===== src/rtl/wb_rr_arbiter_if.sv =====
// Bus bundle for wb_rr_arbiter: per-master Wishbone requests/responses and the shared slave port.
// Modport master is the arbiter's view; modport slave is the view of the surrounding masters and slave.
interface wb_rr_arbiter_if #(
  parameter int NUM_MASTERS = 3,
  parameter int AW          = 32,
  parameter int DW          = 32
);
  logic [NUM_MASTERS-1:0]        m_cyc_i;
  logic [NUM_MASTERS-1:0]        m_stb_i;
  logic [NUM_MASTERS-1:0]        m_we_i;
  logic [NUM_MASTERS*DW/8-1:0]   m_sel_i;
  logic [NUM_MASTERS*AW-1:0]     m_adr_i;
  logic [NUM_MASTERS*DW-1:0]     m_dat_i;
  logic [NUM_MASTERS*3-1:0]      m_cti_i;
  logic [NUM_MASTERS*2-1:0]      m_bte_i;
  logic [NUM_MASTERS-1:0]        m_ack_o;
  logic [NUM_MASTERS-1:0]        m_err_o;
  logic [NUM_MASTERS-1:0]        m_rty_o;
  logic [DW-1:0]                 m_dat_o;

  logic                          s_cyc_o;
  logic                          s_stb_o;
  logic                          s_we_o;
  logic [DW/8-1:0]               s_sel_o;
  logic [AW-1:0]                 s_adr_o;
  logic [DW-1:0]                 s_dat_o;
  logic [2:0]                    s_cti_o;
  logic [1:0]                    s_bte_o;
  logic                          s_ack_i;
  logic                          s_err_i;
  logic                          s_rty_i;
  logic [DW-1:0]                 s_dat_i;

  modport master (
    input  m_cyc_i, m_stb_i, m_we_i, m_sel_i, m_adr_i, m_dat_i, m_cti_i, m_bte_i,
    output m_ack_o, m_err_o, m_rty_o, m_dat_o,
    output s_cyc_o, s_stb_o, s_we_o, s_sel_o, s_adr_o, s_dat_o, s_cti_o, s_bte_o,
    input  s_ack_i, s_err_i, s_rty_i, s_dat_i
  );

  modport slave (
    output m_cyc_i, m_stb_i, m_we_i, m_sel_i, m_adr_i, m_dat_i, m_cti_i, m_bte_i,
    input  m_ack_o, m_err_o, m_rty_o, m_dat_o,
    input  s_cyc_o, s_stb_o, s_we_o, s_sel_o, s_adr_o, s_dat_o, s_cti_o, s_bte_o,
    output s_ack_i, s_err_i, s_rty_i, s_dat_i
  );
endinterface


===== src/rtl/wb_rr_arbiter.sv =====
// Round-robin Wishbone B4 arbiter: N masters share one slave port, grant held for the whole CYC.
// Optional stalled-slave watchdog enabled by defining WB_ARB_TIMEOUT_EN.
module wb_rr_arbiter #(
  parameter int NUM_MASTERS    = 3,
  parameter int AW             = 32,
  parameter int DW             = 32,
  parameter int TIMEOUT_CYCLES = 255
) (
  input  logic                   clk_i,
  input  logic                   rst_i,
  wb_rr_arbiter_if.master        bus,
  output logic [NUM_MASTERS-1:0] gnt_o,
  output logic                   busy_o
);

  localparam int PW = (NUM_MASTERS > 2) ? $clog2(NUM_MASTERS) : 1;
  localparam int SW = DW / 8;

  typedef enum logic [0:0] {S_IDLE, S_GRANT} state_t;

  state_t                 state_q, state_d;
  logic [NUM_MASTERS-1:0] gnt_q, gnt_d;
  logic [PW-1:0]          gidx_q, gidx_d;
  logic [PW-1:0]          last_q, last_d;

  logic                   win_found;
  logic [PW-1:0]          win_idx;
  logic                   granted;
  logic                   stb_raw;
  logic                   resp;
  logic                   to_fire;

  // Scan upward from the master after the last winner, wrapping modulo NUM_MASTERS.
  always_comb begin
    win_found = 1'b0;
    win_idx   = '0;
    for (int k = 1; k <= NUM_MASTERS; k++) begin
      if (!win_found && bus.m_cyc_i[(int'(last_q) + k) % NUM_MASTERS]) begin
        win_found = 1'b1;
        win_idx   = PW'((int'(last_q) + k) % NUM_MASTERS);
      end
    end
  end

  always_comb begin
    state_d = state_q;
    gnt_d   = gnt_q;
    gidx_d  = gidx_q;
    last_d  = last_q;
    case (state_q)
      S_IDLE: begin
        if (win_found) begin
          state_d = S_GRANT;
          gnt_d   = NUM_MASTERS'(1) << win_idx;
          gidx_d  = win_idx;
          last_d  = win_idx;
        end
      end
      S_GRANT: begin
        // CYC is the lock: release only when the owner drops it, never preempt.
        if (!bus.m_cyc_i[gidx_q]) begin
          state_d = S_IDLE;
          gnt_d   = '0;
        end
      end
      default: begin
        state_d = S_IDLE;
        gnt_d   = '0;
      end
    endcase
  end

  always_ff @(posedge clk_i) begin
    if (rst_i) begin
      state_q <= S_IDLE;
      gnt_q   <= '0;
      gidx_q  <= '0;
      last_q  <= PW'(NUM_MASTERS - 1);
    end else begin
      state_q <= state_d;
      gnt_q   <= gnt_d;
      gidx_q  <= gidx_d;
      last_q  <= last_d;
    end
  end

  assign gnt_o   = gnt_q;
  assign busy_o  = (state_q == S_GRANT);
  assign granted = |gnt_q;
  assign stb_raw = granted && bus.m_cyc_i[gidx_q] && bus.m_stb_i[gidx_q];
  assign resp    = bus.s_ack_i || bus.s_err_i || bus.s_rty_i;

`ifdef WB_ARB_TIMEOUT_EN
  localparam int WD_W = 16;

  logic [WD_W-1:0] wd_q;

  // Fires on the stalled cycle that brings the count up to TIMEOUT_CYCLES.
  assign to_fire = stb_raw && !resp && (wd_q == WD_W'(TIMEOUT_CYCLES - 1));

  always_ff @(posedge clk_i) begin
    if (rst_i) begin
      wd_q <= '0;
    end else if (!granted || (gnt_d != gnt_q) || resp || to_fire) begin
      wd_q <= '0;
    end else if (stb_raw) begin
      wd_q <= wd_q + WD_W'(1);
    end
  end
`else
  // No watchdog; TIMEOUT_CYCLES is only meaningful when it is built in.
  assign to_fire = (TIMEOUT_CYCLES < 0);
`endif

  // Slave side follows the registered grant; everything is zero when idle.
  always_comb begin
    bus.s_cyc_o = 1'b0;
    bus.s_we_o  = 1'b0;
    bus.s_sel_o = '0;
    bus.s_adr_o = '0;
    bus.s_dat_o = '0;
    bus.s_cti_o = '0;
    bus.s_bte_o = '0;
    if (granted) begin
      bus.s_cyc_o = bus.m_cyc_i[gidx_q];
      bus.s_we_o  = bus.m_we_i[gidx_q];
      bus.s_sel_o = bus.m_sel_i[gidx_q*SW +: SW];
      bus.s_adr_o = bus.m_adr_i[gidx_q*AW +: AW];
      bus.s_dat_o = bus.m_dat_i[gidx_q*DW +: DW];
      bus.s_cti_o = bus.m_cti_i[gidx_q*3 +: 3];
      bus.s_bte_o = bus.m_bte_i[gidx_q*2 +: 2];
    end
  end

  assign bus.s_stb_o = stb_raw && !to_fire;
  assign bus.m_dat_o = bus.s_dat_i;

  always_comb begin
    bus.m_ack_o = '0;
    bus.m_err_o = '0;
    bus.m_rty_o = '0;
    if (granted) begin
      bus.m_ack_o[gidx_q] = bus.s_ack_i;
      bus.m_err_o[gidx_q] = bus.s_err_i || to_fire;
      bus.m_rty_o[gidx_q] = bus.s_rty_i;
    end
  end

endmodule

===== src/flat_wrapper.sv =====
// flat-port wrapper written by rule: the top's interface ports become plain ports
module wb_rr_arbiter_flat 
#(
  parameter int NUM_MASTERS    = 3,
  parameter int AW             = 32,
  parameter int DW             = 32,
  parameter int TIMEOUT_CYCLES = 255
)
  (clk_i, rst_i, gnt_o, busy_o, bus_m_cyc_i, bus_m_stb_i, bus_m_we_i, bus_m_sel_i, bus_m_adr_i, bus_m_dat_i, bus_m_cti_i, bus_m_bte_i, bus_m_ack_o, bus_m_err_o, bus_m_rty_o, bus_m_dat_o, bus_s_cyc_o, bus_s_stb_o, bus_s_we_o, bus_s_sel_o, bus_s_adr_o, bus_s_dat_o, bus_s_cti_o, bus_s_bte_o, bus_s_ack_i, bus_s_err_i, bus_s_rty_i, bus_s_dat_i);
  wb_rr_arbiter_if #(.NUM_MASTERS(NUM_MASTERS), .AW(AW), .DW(DW)) bus_i ();
  input  logic clk_i;
  input  logic rst_i;
  output logic [NUM_MASTERS-1:0] gnt_o;
  output logic busy_o;
  input wire logic [$bits(bus_i.m_cyc_i)-1:0] bus_m_cyc_i;
  input wire logic [$bits(bus_i.m_stb_i)-1:0] bus_m_stb_i;
  input wire logic [$bits(bus_i.m_we_i)-1:0] bus_m_we_i;
  input wire logic [$bits(bus_i.m_sel_i)-1:0] bus_m_sel_i;
  input wire logic [$bits(bus_i.m_adr_i)-1:0] bus_m_adr_i;
  input wire logic [$bits(bus_i.m_dat_i)-1:0] bus_m_dat_i;
  input wire logic [$bits(bus_i.m_cti_i)-1:0] bus_m_cti_i;
  input wire logic [$bits(bus_i.m_bte_i)-1:0] bus_m_bte_i;
  output wire logic [$bits(bus_i.m_ack_o)-1:0] bus_m_ack_o;
  output wire logic [$bits(bus_i.m_err_o)-1:0] bus_m_err_o;
  output wire logic [$bits(bus_i.m_rty_o)-1:0] bus_m_rty_o;
  output wire logic [$bits(bus_i.m_dat_o)-1:0] bus_m_dat_o;
  output wire logic [$bits(bus_i.s_cyc_o)-1:0] bus_s_cyc_o;
  output wire logic [$bits(bus_i.s_stb_o)-1:0] bus_s_stb_o;
  output wire logic [$bits(bus_i.s_we_o)-1:0] bus_s_we_o;
  output wire logic [$bits(bus_i.s_sel_o)-1:0] bus_s_sel_o;
  output wire logic [$bits(bus_i.s_adr_o)-1:0] bus_s_adr_o;
  output wire logic [$bits(bus_i.s_dat_o)-1:0] bus_s_dat_o;
  output wire logic [$bits(bus_i.s_cti_o)-1:0] bus_s_cti_o;
  output wire logic [$bits(bus_i.s_bte_o)-1:0] bus_s_bte_o;
  input wire logic [$bits(bus_i.s_ack_i)-1:0] bus_s_ack_i;
  input wire logic [$bits(bus_i.s_err_i)-1:0] bus_s_err_i;
  input wire logic [$bits(bus_i.s_rty_i)-1:0] bus_s_rty_i;
  input wire logic [$bits(bus_i.s_dat_i)-1:0] bus_s_dat_i;
  assign bus_i.m_cyc_i = bus_m_cyc_i;
  assign bus_i.m_stb_i = bus_m_stb_i;
  assign bus_i.m_we_i = bus_m_we_i;
  assign bus_i.m_sel_i = bus_m_sel_i;
  assign bus_i.m_adr_i = bus_m_adr_i;
  assign bus_i.m_dat_i = bus_m_dat_i;
  assign bus_i.m_cti_i = bus_m_cti_i;
  assign bus_i.m_bte_i = bus_m_bte_i;
  assign bus_m_ack_o = bus_i.m_ack_o;
  assign bus_m_err_o = bus_i.m_err_o;
  assign bus_m_rty_o = bus_i.m_rty_o;
  assign bus_m_dat_o = bus_i.m_dat_o;
  assign bus_s_cyc_o = bus_i.s_cyc_o;
  assign bus_s_stb_o = bus_i.s_stb_o;
  assign bus_s_we_o = bus_i.s_we_o;
  assign bus_s_sel_o = bus_i.s_sel_o;
  assign bus_s_adr_o = bus_i.s_adr_o;
  assign bus_s_dat_o = bus_i.s_dat_o;
  assign bus_s_cti_o = bus_i.s_cti_o;
  assign bus_s_bte_o = bus_i.s_bte_o;
  assign bus_i.s_ack_i = bus_s_ack_i;
  assign bus_i.s_err_i = bus_s_err_i;
  assign bus_i.s_rty_i = bus_s_rty_i;
  assign bus_i.s_dat_i = bus_s_dat_i;
  wb_rr_arbiter #(.NUM_MASTERS(NUM_MASTERS), .AW(AW), .DW(DW), .TIMEOUT_CYCLES(TIMEOUT_CYCLES)) u_core (.clk_i(clk_i), .rst_i(rst_i), .bus(bus_i), .gnt_o(gnt_o), .busy_o(busy_o));
endmodule

===== config.mk =====
export PLATFORM = sky130hd
export DESIGN_NAME = wb_rr_arbiter_flat
export DESIGN_NICKNAME = d
export VERILOG_FILES = /design/src/rtl/wb_rr_arbiter_if.sv /design/src/rtl/wb_rr_arbiter.sv /design/src/flat_wrapper.sv
export SDC_FILE = /design/constraint.sdc
export NUM_CORES = 1
export LEC_CHECK = 0
export ABC_AREA = 1
export CAP_MARGIN = 10
export CORE_AREA = 2 2 152 154
export CTS_BUF_LIST = sky130_fd_sc_hd__clkbuf_4 sky130_fd_sc_hd__clkbuf_8
export CTS_CLUSTER_DIAMETER = 40
export CTS_CLUSTER_SIZE = 12
export DETAILED_ROUTE_END_ITERATION = 8
export DIE_AREA = 0 0 154 156
export PLACE_DENSITY = 0.53
export SLEW_MARGIN = 15
export SYNTH_ARGS = -nofsm -noshare
export SYNTH_HDL_FRONTEND = slang
export SYNTH_SLANG_ARGS = --single-unit

===== constraint.sdc =====
create_clock -name clk_i -period 1.6 [get_ports clk_i]
set_clock_uncertainty 0.15 [all_clocks]
set_input_delay 0.24 -clock clk_i [delete_from_list [all_inputs] [get_ports clk_i]]
set_output_delay 0.24 -clock clk_i [all_outputs]
set_load 0.01 [all_outputs]

==> impl_metrics.ini <==
[timing]
fin_ws_ps = -377
period_needed_ps = 1980
whs_ps = 330
finalHoldViolCount = 0
tightest_slew_ps = 338
rsz0062_at_grt = yes
finalSetupViolations = 90
finalCritPeriodShare = 1.24
slew_violations = 0
slew_headroom = 0.774
fmax_ghz = 0.506

[placed_design]
gp_congestion = 0.821
dp.cells = 1194
dpl.hpwl_um = 13200
dpl_worst_slack_ps = -581
port_buffers = 321

[detailed_routing]
drt_iter0_drc = 253
viasPerCell = 3.97
vias = 4909
wl_um = 18200
postRouteAntennaNets = 0
drc = 0
wl_per_cell_um = 14.7
first_pass_iters = 6

[yosys]
synthTopCellsByArea = nand2_1, nand3_1, inv_1
avgSynthCellArea_um2 = 4.59
yosysWarnings = 0
synth-async-reset-ratio = 0
synth_most_common_cell = nand2_1
ys_types = 20
synth_area_mm2 = 0.00280
synth-main-ff-cell = dfxtp_1
synth-edff-count = 0
ys_seq_area_frac = 0.0500
netlist_instances = 610
post-synth-top-area-cell = nand2_1
synthTopCellsByCount = nand2_1, inv_1, nand3_1
synth_top_area_frac = 0.426
syn-num-nets = 878
ys_ff_latch = 7

[critical_path]
cp_slowest_cell = dfxtp_4
path_max_fanout = 5
required_ps = 1550
crit_chain = buf_6 > buf_6 > ha_4 > inv_4 > nand2_2 > nand3_2 > nand2_4 > nand3_4 > nor2_4 > nor2_1 > nand3_1 > a21oi_1
critical_path_class = flop to flop
r2r_start = u_core.last_q[0]$_SDFFE_PP0P_
reg2reg_depth = 12
cp-start-kind = flop
cp-startpoint = u_core.last_q[0]$_SDFFE_PP0P_
crit_arrival_ps = 1930
slowest_delay_ps = 370
critPathCaptureType = flop
crit_top_cell = buf_6

[cts]
cts_hold_buf = 0
clkLatencyLatePin_ps = 230
htreeDepth = 1
cts_buffers = 3
cts.clk_slew.worst_paths_ps = 40
clk_path_buf_depth = 2
cts_sinks = 7
cts_tree = yes
cts-root-buf = clkbuf_8

[die]
die_x_um = 154
core_mm2 = 0.0224
io_pins = 386
core.rowCount = 55
die_y_um = 156
die-area_mm2 = 0.0240
start_util = 0.125

[global_route]
grt_remaining_overflow = 0
grt_pass1_wl_um = 25200
grt_max_degree = 25
grt_pass1_vias = 4787
grtUsageTotal = 0.131
antenna_found_initial = 0

[cells_and_area]
multi_input_area_mm2 = 0.00229
nets = 1220
layoutNonFillerInstCount = 1236
synthToLayoutAreaGrowth_pct = 158
drive_above_1_share = 0.295
n_fill_cell = 2490
seqCellArea_um2 = 146
insertedDiodeCount = 0

[run_status]
outcome = finished, violations left
violations = negative setup slack

[power_and_ir_drop]
peakVddDrop_mv = 0.704
p_leak_nw = 3.80
powerDensity_mw_per_mm2 = 1720

[hold_path]
hp-class = input port to primary output
hp-start = bus_s_dat_i[11]
min_path_cells = 0

[run]
cap_violations = 0
[critical path: cells and delay by family, from the launching register on]
kind,cells,cell delay [ps]
adders and majority gates,1,300
and+or+nand+nor,7,670
DFF,1,370
AOI/OAI and AO/OA,1,60
buffers and inverters,3,280
[cell families after synthesis]
logic type               Yosys count  synth area share
buffers and inverters            159             0.286
flip-flops                         7            0.0500
AND/OR/NAND/NOR                  427             0.625
adder cells (fa/ha/maj)            3            0.0134
AO/OA/AOI/OAI                     14            0.0255
[metrics by stage]
| step | area (um2) | TNS, ps | power (mW) | utilization |
|---|---|---|---|---|
| final | 7220 | -25820 | 12.4 | 0.323 |
| after global routing | 7220 | -34090 | 13.6 | 0.323 |
| after CTS | 6680 | -26440 | 11.0 | 0.299 |
| after detailed placement | 6450 | -42420 | 10.0 | 0.288 |
| after global placement | 6450 | -41150 | 10.1 | 0.288 |
| after floorplan | 2810 | -27.3 | 4.98 | - |
[report_power, final]
part | leakage (nW) | switching [mW] | internal (mW)
registers | 0.0587 | 0.0952 | 0.261
logic | 3.72 | 5.91 | 5.89
clock network | 0.0262 | 0.0766 | 0.189
[worst paths after layout]
path	end	slack [ps]
worst max-delay path	u_core.gnt_o[0]$_SDFFE_PP0P_	-380
worst min-delay path	bus_m_dat_o[11]	330
worst max register to register	u_core.gnt_o[0]$_SDFFE_PP0P_	-380
worst min register to register	u_core.gidx_q[1]$_SDFFE_PP0P_	350
[registers in the layout, indices dropped and copies added, names as in the netlist]
register and count:
u_core.gnt_o 3, u_core.busy_o 1, u_core.last_q 2, u_core.gidx_q 1
[routing by layer]
layer,share of wire,global-route usage,up-vias
met5,0,0,-
met4,0.018,0.0254,0
met3,0.075,0.0308,31
met2,0.50,0.248,213
met1,0.40,0.151,2188
li1,-,-,2477
[placed cells by master, fill, tap and decap left out, types with 7 or more instances in the layout]
cell type	Yosys	layout
nand3_2	0	26
clkdlybuf4s50_1	0	232
nand2_4	0	10
nand2_2	2	32
nand3_1	88	60
inv_1	90	78
buf_2	11	59
buf_4	41	35
nand2_1	318	278
buf_6	5	42
buf_12	0	21
inv_2	5	12
nor3_2	0	7
[area by class of cell]
cell class,count,share of cell area
repair buffers,401,0.553
multi-input cells,444,0.317
inverters,95,0.0528
well taps,285,0.0494
flip-flops and latches,7,0.0203
clock buffers,4,0.00675
[what timing repair did]
item                                    in CTS  in global routing
setup buffers                               13                 20
endpoints found under the setup margin      95                 93
pin swaps                                   14                 20
cloned                                       4                  5
resized for setup                          402                127
No activity file was read; power rests on OpenSTA's default activity.
